`config.mk`:
```
export PLATFORM = sky130hd
export DESIGN_NAME = vga_field_mux
export DESIGN_NICKNAME = d
export VERILOG_FILES = /design/src/rtl/vga_mux_pkg.sv /design/src/rtl/vga_field_mux_blink.sv /design/src/rtl/vga_field_mux.sv
export SDC_FILE = /design/constraint.sdc
export NUM_CORES = 1
export LEC_CHECK = 0
export ABC_AREA = 1
export BUFFER_PORTS_ARGS = -buffer_cell sky130_fd_sc_hd__buf_2
export CORE_ASPECT_RATIO = 1.5
export CORE_UTILIZATION = 33
export CTS_CLUSTER_SIZE = 30
export DETAILED_ROUTE_END_ITERATION = 10
export PLACE_DENSITY = 0.62
export SLEW_MARGIN = 30
export SYNTH_ARGS = -nofsm -noshare
export SYNTH_HDL_FRONTEND = slang
export SYNTH_SLANG_ARGS = --single-unit
```
`constraint.sdc`:
```
create_clock -name clk -period 4.6 [get_ports clk]
set_clock_uncertainty 0.1 [all_clocks]
set_input_delay 0.69 -clock clk [delete_from_list [all_inputs] [get_ports clk]]
set_output_delay 0.69 -clock clk [all_outputs]
set_load 0.005 [all_outputs]
```
`src/rtl/vga_mux_pkg.sv`:
```
// rtl/vga_mux_pkg.sv - shared state type, field indices and defaults for vga_field_mux
package vga_mux_pkg;

  typedef enum logic [1:0] {
    SHOW,
    EDIT_CLK,
    EDIT_TMR,
    WAIT_RD
  } mux_state_e;

  localparam int F_SEG    = 0;
  localparam int F_MIN    = 1;
  localparam int F_HORA   = 2;
  localparam int F_DIA    = 3;
  localparam int F_MES    = 4;
  localparam int F_ANO    = 5;
  localparam int F_SEG_T  = 6;
  localparam int F_MIN_T  = 7;
  localparam int F_HORA_T = 8;

  localparam int CLK_FIELDS_DEF = 6;

endpackage

```
`src/rtl/vga_field_mux_blink.sv`:
```
// rtl/vga_field_mux_blink.sv - blink phase generator; phase toggles every DIV cycles
module blink_gen #(
  parameter int DIV = 12_500_000
) (
  input  logic clk,
  input  logic reset,
  input  logic clr,
  output logic phase
);

  localparam int CW = (DIV > 1) ? $clog2(DIV) : 1;

  logic [CW-1:0] cnt;

  always_ff @(posedge clk) begin
    if (reset || clr) begin
      cnt   <= '0;
      phase <= 1'b0;
    end else if (cnt == CW'(DIV - 1)) begin
      cnt   <= '0;
      phase <= ~phase;
    end else begin
      cnt <= cnt + CW'(1);
    end
  end

endmodule

```
`src/rtl/vga_field_mux.sv`:
```
// rtl/vga_field_mux.sv - registered per-group selector between user edits and latched RTC data
// Optional cursor blinking is compiled in with VGA_MUX_BLINK_EN.
module vga_field_mux
  import vga_mux_pkg::*;
#(
  parameter int FIELD_W    = 8,
  parameter int N_FIELDS   = 9,
  parameter int CLK_FIELDS = CLK_FIELDS_DEF,
  parameter int BLINK_DIV  = 12_500_000,
  parameter int WAIT_MAX   = 50_000_000
) (
  input  logic                         clk,
  input  logic                         reset,
  input  logic                         en_escr,
  input  logic                         en_clock,
  input  logic [N_FIELDS*FIELD_W-1:0]  usu_data,
  input  logic [N_FIELDS*FIELD_W-1:0]  rtc_data,
  input  logic                         rtc_valid,
  input  logic [$clog2(N_FIELDS)-1:0]  cursor,
  output logic [N_FIELDS*FIELD_W-1:0]  vga_data,
  output logic                         vga_update,
  output logic [N_FIELDS-1:0]          blank_mask
);

  localparam int DATA_W = N_FIELDS * FIELD_W;
  localparam int WAIT_W = (WAIT_MAX > 1) ? $clog2(WAIT_MAX) : 1;

  mux_state_e        state, state_nxt;
  logic [DATA_W-1:0] rtc_shadow, vga_nxt;
  logic [WAIT_W-1:0] wait_cnt;
  logic              timeout;

  assign timeout = (wait_cnt == WAIT_W'(WAIT_MAX - 1));

  always_comb begin
    state_nxt = state;
    if (en_escr) begin
      state_nxt = en_clock ? EDIT_CLK : EDIT_TMR;
    end else begin
      case (state)
        EDIT_CLK, EDIT_TMR: state_nxt = WAIT_RD;
        WAIT_RD:            if (rtc_valid || timeout) state_nxt = SHOW;
        default:            state_nxt = state;
      endcase
    end
  end

  // WAIT_RD freezes the frame; otherwise each field picks user or shadowed RTC data.
  always_comb begin
    vga_nxt = vga_data;
    if (state != WAIT_RD) begin
      for (int i = 0; i < N_FIELDS; i++) begin
        if ((state == EDIT_CLK && i < CLK_FIELDS) || (state == EDIT_TMR && i >= CLK_FIELDS))
          vga_nxt[i*FIELD_W +: FIELD_W] = usu_data[i*FIELD_W +: FIELD_W];
        else
          vga_nxt[i*FIELD_W +: FIELD_W] = rtc_shadow[i*FIELD_W +: FIELD_W];
      end
    end
  end

  always_ff @(posedge clk) begin
    if (reset) begin
      state      <= SHOW;
      rtc_shadow <= '0;
      vga_data   <= '0;
      vga_update <= 1'b0;
      wait_cnt   <= '0;
    end else begin
      state      <= state_nxt;
      if (rtc_valid) rtc_shadow <= rtc_data;
      vga_data   <= vga_nxt;
      vga_update <= (vga_nxt != vga_data);
      wait_cnt   <= (state == WAIT_RD) ? wait_cnt + WAIT_W'(1) : '0;
    end
  end

`ifdef VGA_MUX_BLINK_EN
  logic [$clog2(N_FIELDS)-1:0] cursor_q;
  logic                        blink_clr, phase, in_group, edit_nxt;

  assign edit_nxt  = (state_nxt == EDIT_CLK) || (state_nxt == EDIT_TMR);
  assign blink_clr = (edit_nxt && state_nxt != state) || (cursor != cursor_q);

  blink_gen #(.DIV(BLINK_DIV)) u_blink (
    .clk   (clk),
    .reset (reset),
    .clr   (blink_clr),
    .phase (phase)
  );

  always_ff @(posedge clk) begin
    if (reset) cursor_q <= '0;
    else       cursor_q <= cursor;
  end

  // A freshly moved cursor is held visible until the phase restart lands.
  always_comb begin
    blank_mask = '0;
    in_group   = (state == EDIT_CLK && int'(cursor) < CLK_FIELDS) ||
                 (state == EDIT_TMR && int'(cursor) >= CLK_FIELDS && int'(cursor) < N_FIELDS);
    if (in_group && phase && cursor == cursor_q) blank_mask[cursor] = 1'b1;
  end
`else
  logic unused_cursor;
  assign unused_cursor = ^cursor;
  assign blank_mask    = '0;
`endif

endmodule

```
; After elaboration in Yosys (flattened, before gate mapping)
; Index checks and enable logic that the tools add are counted.
[totals]
n_memories = 0
rom_bits = 0
register_bits = 173
latchBits = 0
word_cells = 33
ramBits = 0
[op_classes]
div = 0
n_reduce_logical = 5
bitwise_logic = 1
add_sub_neg = 1
n_eq_ne = 7
shifts = 0
order_cmp = 0
mux = 14
multipliers = 0
[ops]
columns = operator, count
row1 = 72-bit two-way mux, 1
row2 = 8-bit two-way mux, 9
row3 = 72-bit != test, 1
row4 = "26-bit by 1-bit adder with 26-bit output, second input constant", 1
row5 = "26-bit equality test, second input constant", 1
row6 = 2-bit two-way mux, 3
row7 = "2-bit equality test, second input constant", 2
row8 = 2-bit case mux with 2 select lines, 1
row9 = 2-bit OR reduction, 2
row10 = "3-bit != test, second input constant", 1
row11 = 3-bit nonzero test, 1
row12 = "2-bit by 1-bit equality test with 1-bit output, second input constant", 1
row13 = "2-bit != test, second input constant", 1
row14 = 2-bit AND reduction, 1
row15 = 1-bit logical OR, 1
row16 = 1-bit NOT, 1

; Depth between registers and ports, before layout
; Gate-level depths: netlist (run 1).
[depth]
word_depth = 5
ltp_mapped = 15
mapped_depth_nobuf = 13

; Worst setup path before layout (run 1)
; Ideal clock, no wire load.
[synth_timing]
path_type = register to register
start = register state[0]
end = register vga_update
path_buffers = 2
path_slack_ns = 2.754
setup_ns = 0.132
stages_incl_launch_ff = 15
t_arrival_ns = 1.614
t_required_ns = 4.368
path_cell_list = dfxtp_1 -> inv_1 -> ha_1 -> buf_2 -> inv_1 -> buf_2 -> nand2_1 -> nand4_1 -> nand2_1 -> nor2_1 -> nand2_1 -> nor2_1 -> nand2_1 -> nor2_1 -> a21oi_1
[synth_via]
elab_chain_cells = 4
[synth_rtl]
columns = item, line_no
row1 = "start, declared", vga_field_mux.sv:28  ; mux_state_e state, state_nxt;
row2 = "start signal, assigned", vga_field_mux.sv:69  ; state <= state_nxt;
row3 = 2-bit by 1-bit equality test with 1-bit output / 2-bit equality test (equally long branches), -
row4 = 8-bit two-way mux, vga_field_mux.sv:53  ; if ((state == EDIT_CLK && i < CLK_FIELDS) || (state == EDIT_TMR && i >= CLK_FIELDS))
row5 = 72-bit two-way mux *, vga_field_mux.sv:51  ; if (state != WAIT_RD) begin
row6 = 72-bit != test *, vga_field_mux.sv:72  ; vga_update <= (vga_nxt != vga_data);
row7 = "end signal, assigned", vga_field_mux.sv:72
row8 = "end, declared", vga_field_mux.sv:21  ; output logic vga_update,
; Every way passes the cells marked *; elsewhere a longest branch is shown, timed or not.
; A chain may end at the register's enable or synchronous reset.

; Worst setup path in the final report (run 1)
; Ends and elaborated chain as after synthesis.

==> impl_metrics.toml, run 1 <==
[routing]
drt-pass1-iter-count = 5
drt_wl_total_um = 27400
vias = 9340
postRouteAntennaNets = 0
drc = 0
routedWlPerCell_um = 14.7
vias_per_cell = 5.00
first_iter_violations = 472

[layout]
final_nets = 1677
drive_above_1_share_pct = 18.5
synthToLayoutAreaGrowth_pct = 21.0
final-instance-count-excl-fill = 1869

[power]
finalPower_uw = 4070
cellPowerDensity_nw_per_um2 = 382
ir_drop_uv = 258
cellLeakagePower_uw = 0.00504

[setup_path]
rrSetupSlack_ps = 1810
crit_path_max_incr_delay_ps = 680
cp.arrival_ps = 2980
crit_chain = "inv_1, ha_1, buf_4, inv_1, nand2_1, nand4_1, nand2_1, nor2_1, nand2_1, nor2_1, nand2_1, nor2_1, a21oi_1"
reg2reg_from = "state[0]"
start_kind = "register"
reg2reg_to = "vga_update"
path_buf_inv = 3
end_kind = "register"
path_max_fanout = 25
crit_family = "buffers and inverters"
reg2regPathDepth = 13
crit_type = "register to register"
cp.required_ps = 4790
cpMostUsedCell = "nand2_1"
cp_slowest_cell = "inv_1"

[yosys]
ys_warn_count = 0
synth_area_leaders = "dfxtp_1 39%, nand2_1 13%, nor2_1 12%, o21ai_0 7.3%, nand3_1 6.0%"
synthTopCellsByCount = "300 x nand2_1, 288 x nor2_1, 173 x dfxtp_1"
ys.flop_type = "dfxtp_1"
post-synth-top-area-fraction_pct = 39.3
netlist_instances = 1350
synth-seq-cells = 173
synth_area_um2 = 8820
synth-compound-area-share_pct = 10.9
seq_area_frac_synth_pct = 39.3
synth-edff-count = 0
post-synth-top-count-cell = "nand2_1"
synthMuxAreaShare_pct = 0
synth_area_per_cell_um2 = 6.53
yosysUniqueCellTypes = 33
synthSimpleGateAreaFrac_pct = 40.5
synthArstFlopShare_pct = 0
synth_xor_area_share_pct = 0.0993
synth_top_family_by_area = "simple AND/OR/NAND/NOR gates"
synth_adder_area_share_pct = 0.567
yosysTopAreaCell = "dfxtp_1"

[grt]
track_usage_pct = 20.7
grt_pass1_vias = 8923
grt_max_degree = 122
antenna_found_initial = 2
overflow = 0
grt_pass1_wl_um = 44300

[cts]
clk_latency_ps = 440
holdBufCountCts = 0
cts_sinks = 173
cts_setup_buffers = 0
post_cts_resized = 0
cts_tree = "yes"
cts_htree_levels = 4
clockBufferDepth = 2
clock_tree.root_cell = "clkbuf_16"
path_clk_slew_ps = 70
cts_buffers = 17

[timing]
finalCriticalPeriod_ps = 2790
rsz0062_at_grt = "no"
setup_viol = 0
finalCritPeriodShare_pct = 60.6
final.setup.tns_ps = 0
worst_slew_pin_slew_ps = 885
maxClockFrequency_mhz = 359
worst_hold_slack_ps = 366
relSlewSlack_pct = 41.0
hold_viol_final = 0
drv_slew = 0

[floorplan]
fp-row-count = 72
die_y_um = 202
dieArea_um2 = 27400
io_pins = 235
fp.coreArea_um2 = 26000
start_util_pct = 33.9
die_w_um = 136

[worst_hold_path]
hp-class = "register to register"
min_from = "wait_cnt[0]"
holdPathStages = 1
hold_end = "wait_cnt[0]"

[placed_design]
hpwlAfterDp_um = 18500
io_buffers = 221
dp.cells = 1834
gp_congestion = 0.814

[outcome]
status = "completed"

[job]
maxCapViolCount = 0
-- worst register-to-register path: stages (launching register included) --
cell and delay [ps]:
dfxtp_1 400, inv_1 60, ha_1 190, buf_4 230, inv_1 690, nand2_1 220, nand4_1 130, nand2_1 50
nor2_1 100, nand2_1 60, nor2_1 130, nand2_1 110, nor2_1 110, a21oi_1 70
-- state kept, by name, indices dropped and copies added (netlist names) --
signal / count
state: 2
wait_cnt: 26
rtc_shadow: 72
vga_update: 1
vga_data: 72
-- cell usage in the layout, fill, tap and decap left out, types with 3 or more instances in the layout --
cell | Yosys | routed
a211oi_1 | 29 | 29
a21oi_1 | 16 | 16
buf_2 | 28 | 220
buf_4 | 11 | 10
bufinv_16 | 0 | 3
clkbuf_16 | 0 | 17
clkinv_2 | 0 | 4
clkinvlp_4 | 0 | 3
conb_1 | 1 | 9
dfxtp_1 | 173 | 173
diode_2 | 0 | 3
inv_1 | 84 | 83
inv_6 | 0 | 4
nand2_1 | 300 | 300
nand3_1 | 105 | 105
nand3b_1 | 17 | 17
nand4_1 | 77 | 77
nor2_1 | 288 | 288
nor2_4 | 3 | 3
nor3_1 | 10 | 10
nor3b_1 | 5 | 5
o21ai_0 | 129 | 129
-- stage by stage --
stage | util (%) | setup WS (ps) | cell area, µm²
after floorplan | - | 2750 | 8850
after global placement | 38.6 | 1760 | 10000
after detailed placement | 38.6 | 1760 | 10000
after CTS | 41.0 | 1740 | 10700
after global routing | 41.0 | 1520 | 10700
final | 41.0 | 1810 | 10700
-- routing by layer --
metal	vias to the layer above	GRT usage, %	part of all wire, %
met4	0	10.1	3.6
met5	-	0	0
met3	48	4.49	4.5
met1	4301	23.2	42
met2	229	36.3	50
li1	4762	-	-
-- logic make-up (layout without fill, tap and decap cells) --
| logic type | after synthesis | in the layout |
|---|---|---|
| AOI/OAI and AO/OA | 177 | 177 |
| DFF | 173 | 173 |
| and+or+nand+nor | 818 | 818 |
| other | 1 | 12 |
| xor gates and xnor gates | 1 | 1 |
| adders and majority gates | 4 | 4 |
| buffers and inverters | 176 | 351 |
-- report_power, final --
| part | total [µW] | switching (µW) | internal, µW |
|---|---|---|---|
| Combinational | 849 | 529 | 320 |
| Clock | 1530 | 645 | 887 |
| Sequential | 1690 | 79.7 | 1610 |
| Total | 4070 | 1250 | 2820 |
-- cell type report --
cell class / instances / area [µm²]
Tap cell: 333 / 417
Sequential cell: 173 / 3460
Multi-Input combinational cell: 1009 / 4630
Clock inverter: 13 / 163
Fill cell: 2753 / 15400
Inverter: 88 / 339
Antenna cell: 3 / 7.51
Timing Repair Buffer: 231 / 1200
Clock buffer: 19 / 453
-- worst max path at each step --
stage / startpoint / endpoint / slack [ps] / cells past startpoint
global placement: state[0] / vga_update / 1760 / 13
global route: state[0] / vga_update / 1520 / 13
CTS: state[0] / vga_update / 1740 / 13
floorplan: state[0] / vga_update / 2750 / 14
detailed placement: state[0] / vga_update / 1760 / 13
finish: state[0] / vga_update / 1810 / 13
Power figures use the tool's default switching activity.
==> run 2: changes to the inputs <==
--- a/config.mk
+++ b/config.mk
@@ -11,7 +11,7 @@
 export CORE_UTILIZATION = 33
 export CTS_CLUSTER_SIZE = 30
 export DETAILED_ROUTE_END_ITERATION = 10
-export PLACE_DENSITY = 0.62
+export PLACE_DENSITY = 0.64
 export SLEW_MARGIN = 30
 export SYNTH_ARGS = -nofsm -noshare
 export SYNTH_HDL_FRONTEND = slang
==> constraint.sdc (replaced) <==
create_clock -name clk -period 2.34 [get_ports clk]
set_clock_uncertainty 0.1 [all_clocks]
set_input_delay 0.351 -clock clk [delete_from_list [all_inputs] [get_ports clk]]
set_output_delay 0.351 -clock clk [all_outputs]
set_load 0.005 [all_outputs]
==> run 2 against run 1 <==
  * Setup slack worse by 1600 ps
  * Worst hold slack worse by 340 ps
  * First-iteration DRC count up 4.2%
  * Power up 98%
  * Utilization up 0.87 points
  * Sequential power up 97%
  * Clock-buffer cell count down 1
  * Combinational power up 100%
  * Design area up 2.1%
  * Critical path depth down 1
  * Die area unchanged
  * Critical path type unchanged
  * Largest cell class unchanged
  * Largest power group unchanged
==> impl_metrics.toml, run 2 (synthesis gave the netlist of run 1 again) <==
[cts]
path_clk_slew_ps = 70
clk_latency_ps = 440
cts_htree_levels = 4
cts_tree = "yes"
clock_tree.root_cell = "clkbuf_16"
cts_sinks = 173
clockBufferDepth = 2
cts_buffers = 17

[routing]
postRouteAntennaNets = 0
drt_wl_total_um = 27300
drc = 0
drt-pass1-iter-count = 5
vias = 9329
vias_per_cell = 4.94
first_iter_violations = 492
routedWlPerCell_um = 14.5

[setup_path]
crit_path_max_incr_delay_ps = 350
cp_slowest_cell = "dfxtp_1"
path_max_fanout = 64
end_kind = "register"
crit_chain = "ha_2, inv_6, buf_12, nand3_1, nand3b_1, nand2_1, nor2_1, nand2_1, nor2_1, nand2_1, nor2_1, a21oi_1"
cp.depth = 12
cp.required_ps = 2560
cp.arrival_ps = 2370
path_buf_inv = 2
reg2regPathDepth = 12
crit_type = "register to register"
startpoint = "state[0]"
start_kind = "register"
rrSetupSlack_ps = 190
reg2reg_from = "state[0]"
crit_family = "simple AND/OR/NAND/NOR gates"

[timing]
finalCriticalPeriod_ps = 2150
hold_viol_final = 0
drv_slew = 0
rsz0062_at_grt = "no"
final.setup.tns_ps = 0
finalCritPeriodShare_pct = 91.7
worst_slew_pin_slew_ps = 616
maxClockFrequency_mhz = 466
setup_ws_ps = 194
relSlewSlack_pct = 59.0
setup_viol = 0

[placed_design]
place_area_um2 = 10300
dp_worst_setup_slack_ps = 127
io_buffers = 221
hpwlAfterDp_um = 19000
gp_congestion = 0.823

[layout]
layout_commonest_cell = "nand2_1"
fillers = 2715
mostFrequentLayoutCells = "300 x nand2_1, 288 x nor2_1, 221 x buf_2"
seqCellArea_um2 = 3460
postLayoutCoreUtil_pct = 41.9
fin_area_um2 = 10900
top_regs = "rtc_shadow: 72 flops, vga_data: 72 flops, wait_cnt: 26 flops"
drive_above_1_share_pct = 19.1
multi_input_area_um2 = 4630
synthToLayoutAreaGrowth_pct = 23.6
final_nets = 1692

[floorplan]
io_pins = 235
fp.coreArea_um2 = 26000
dieArea_um2 = 27400
start_util_pct = 33.9
fp-row-count = 72
die_w_um = 136
die_y_um = 202

[grt]
antenna_found_initial = 8
grt_max_degree = 65
overflow = 0
grt_pass1_vias = 8841
track_usage_pct = 20.3
grt_pass1_wl_um = 43400

[worst_hold_path]
min_from = "rtc_data[19]"
holdPathStages = 3
hp-class = "input pin to register"

[job]
maxCapViolCount = 0

[power]
ir_drop_uv = 510
finalPower_uw = 8050
cellPowerDensity_nw_per_um2 = 739
cellLeakagePower_uw = 0.00515

[outcome]
status = "completed"
==> run 2: cell types whose count changed in the layout (fill, tap and decap cells not counted), sizes merged <==
| cell | before | now |
|---|---|---|
| dlygate4sd3 | 0 | 1 |
| buf | 231 | 245 |
| diode | 3 | 7 |
| clkbuf | 19 | 18 |
==> run 2: area by class of cell <==
| type | instances | share of cell area [%] |
|---|---|---|
| tap | 333 | 3.82 |
| antenna | 7 | 0.161 |
| inverter | 88 | 3.10 |
| sequential | 173 | 31.8 |
| clock inverter | 13 | 1.53 |
| timing repair buffer | 246 | 13.1 |
| multi-input combinational | 1009 | 42.5 |
| clock buffer | 18 | 4.03 |
==> run 2: stage by stage <==
| step | instances | hold WS (ps) |
|---|---|---|
| after CTS | 1880 | 1.01 |
| final | 1887 | 23.2 |
| after global routing | 1887 | 11.1 |
| after floorplan | 1358 | 329 |
| after global placement | 1848 | 338 |
| after detailed placement | 1848 | 373 |
==> run 2: where the power goes <==
| group | switching (µW) | total, µW | internal [µW] |
|---|---|---|---|
| Sequential | 157 | 3330 | 3170 |
| Combinational | 1040 | 1730 | 687 |
| Clock | 1290 | 3000 | 1710 |
==> run 2: repair_timing <==
item / CTS / global route
setup buffers: 0 / 0
gates resized for setup: 0 / 2
endpoints found under the hold margin: 1 / 0
setup endpoints to repair: 0 / 1
hold buffers: 1 / 0
==> run 2: path summary, 6_finish.rpt <==
kind	end
setup / recovery	vga_update
hold reg to reg	wait_cnt[5]
setup reg to reg	vga_update
hold / removal	rtc_shadow[19]
==> run 2: worst register-to-register path, delay by kind of cell, from the launching register on <==
kind	cells	cell delay, ps
flip-flops	1	350
adder cells (fa/ha/maj)	1	230
AO/OA/AOI/OAI	1	70
buffers and inverters	2	510
AND/OR/NAND/NOR	8	790
==> run 2: metal layers <==
layer	GRT usage [%]	wire length [µm]	vias up
met1	23.0	11400	4189
met2	34.4	13300	255
li1	-	-	4811
met4	11.8	1190	2
met5	0	8	-
met3	4.97	1450	72
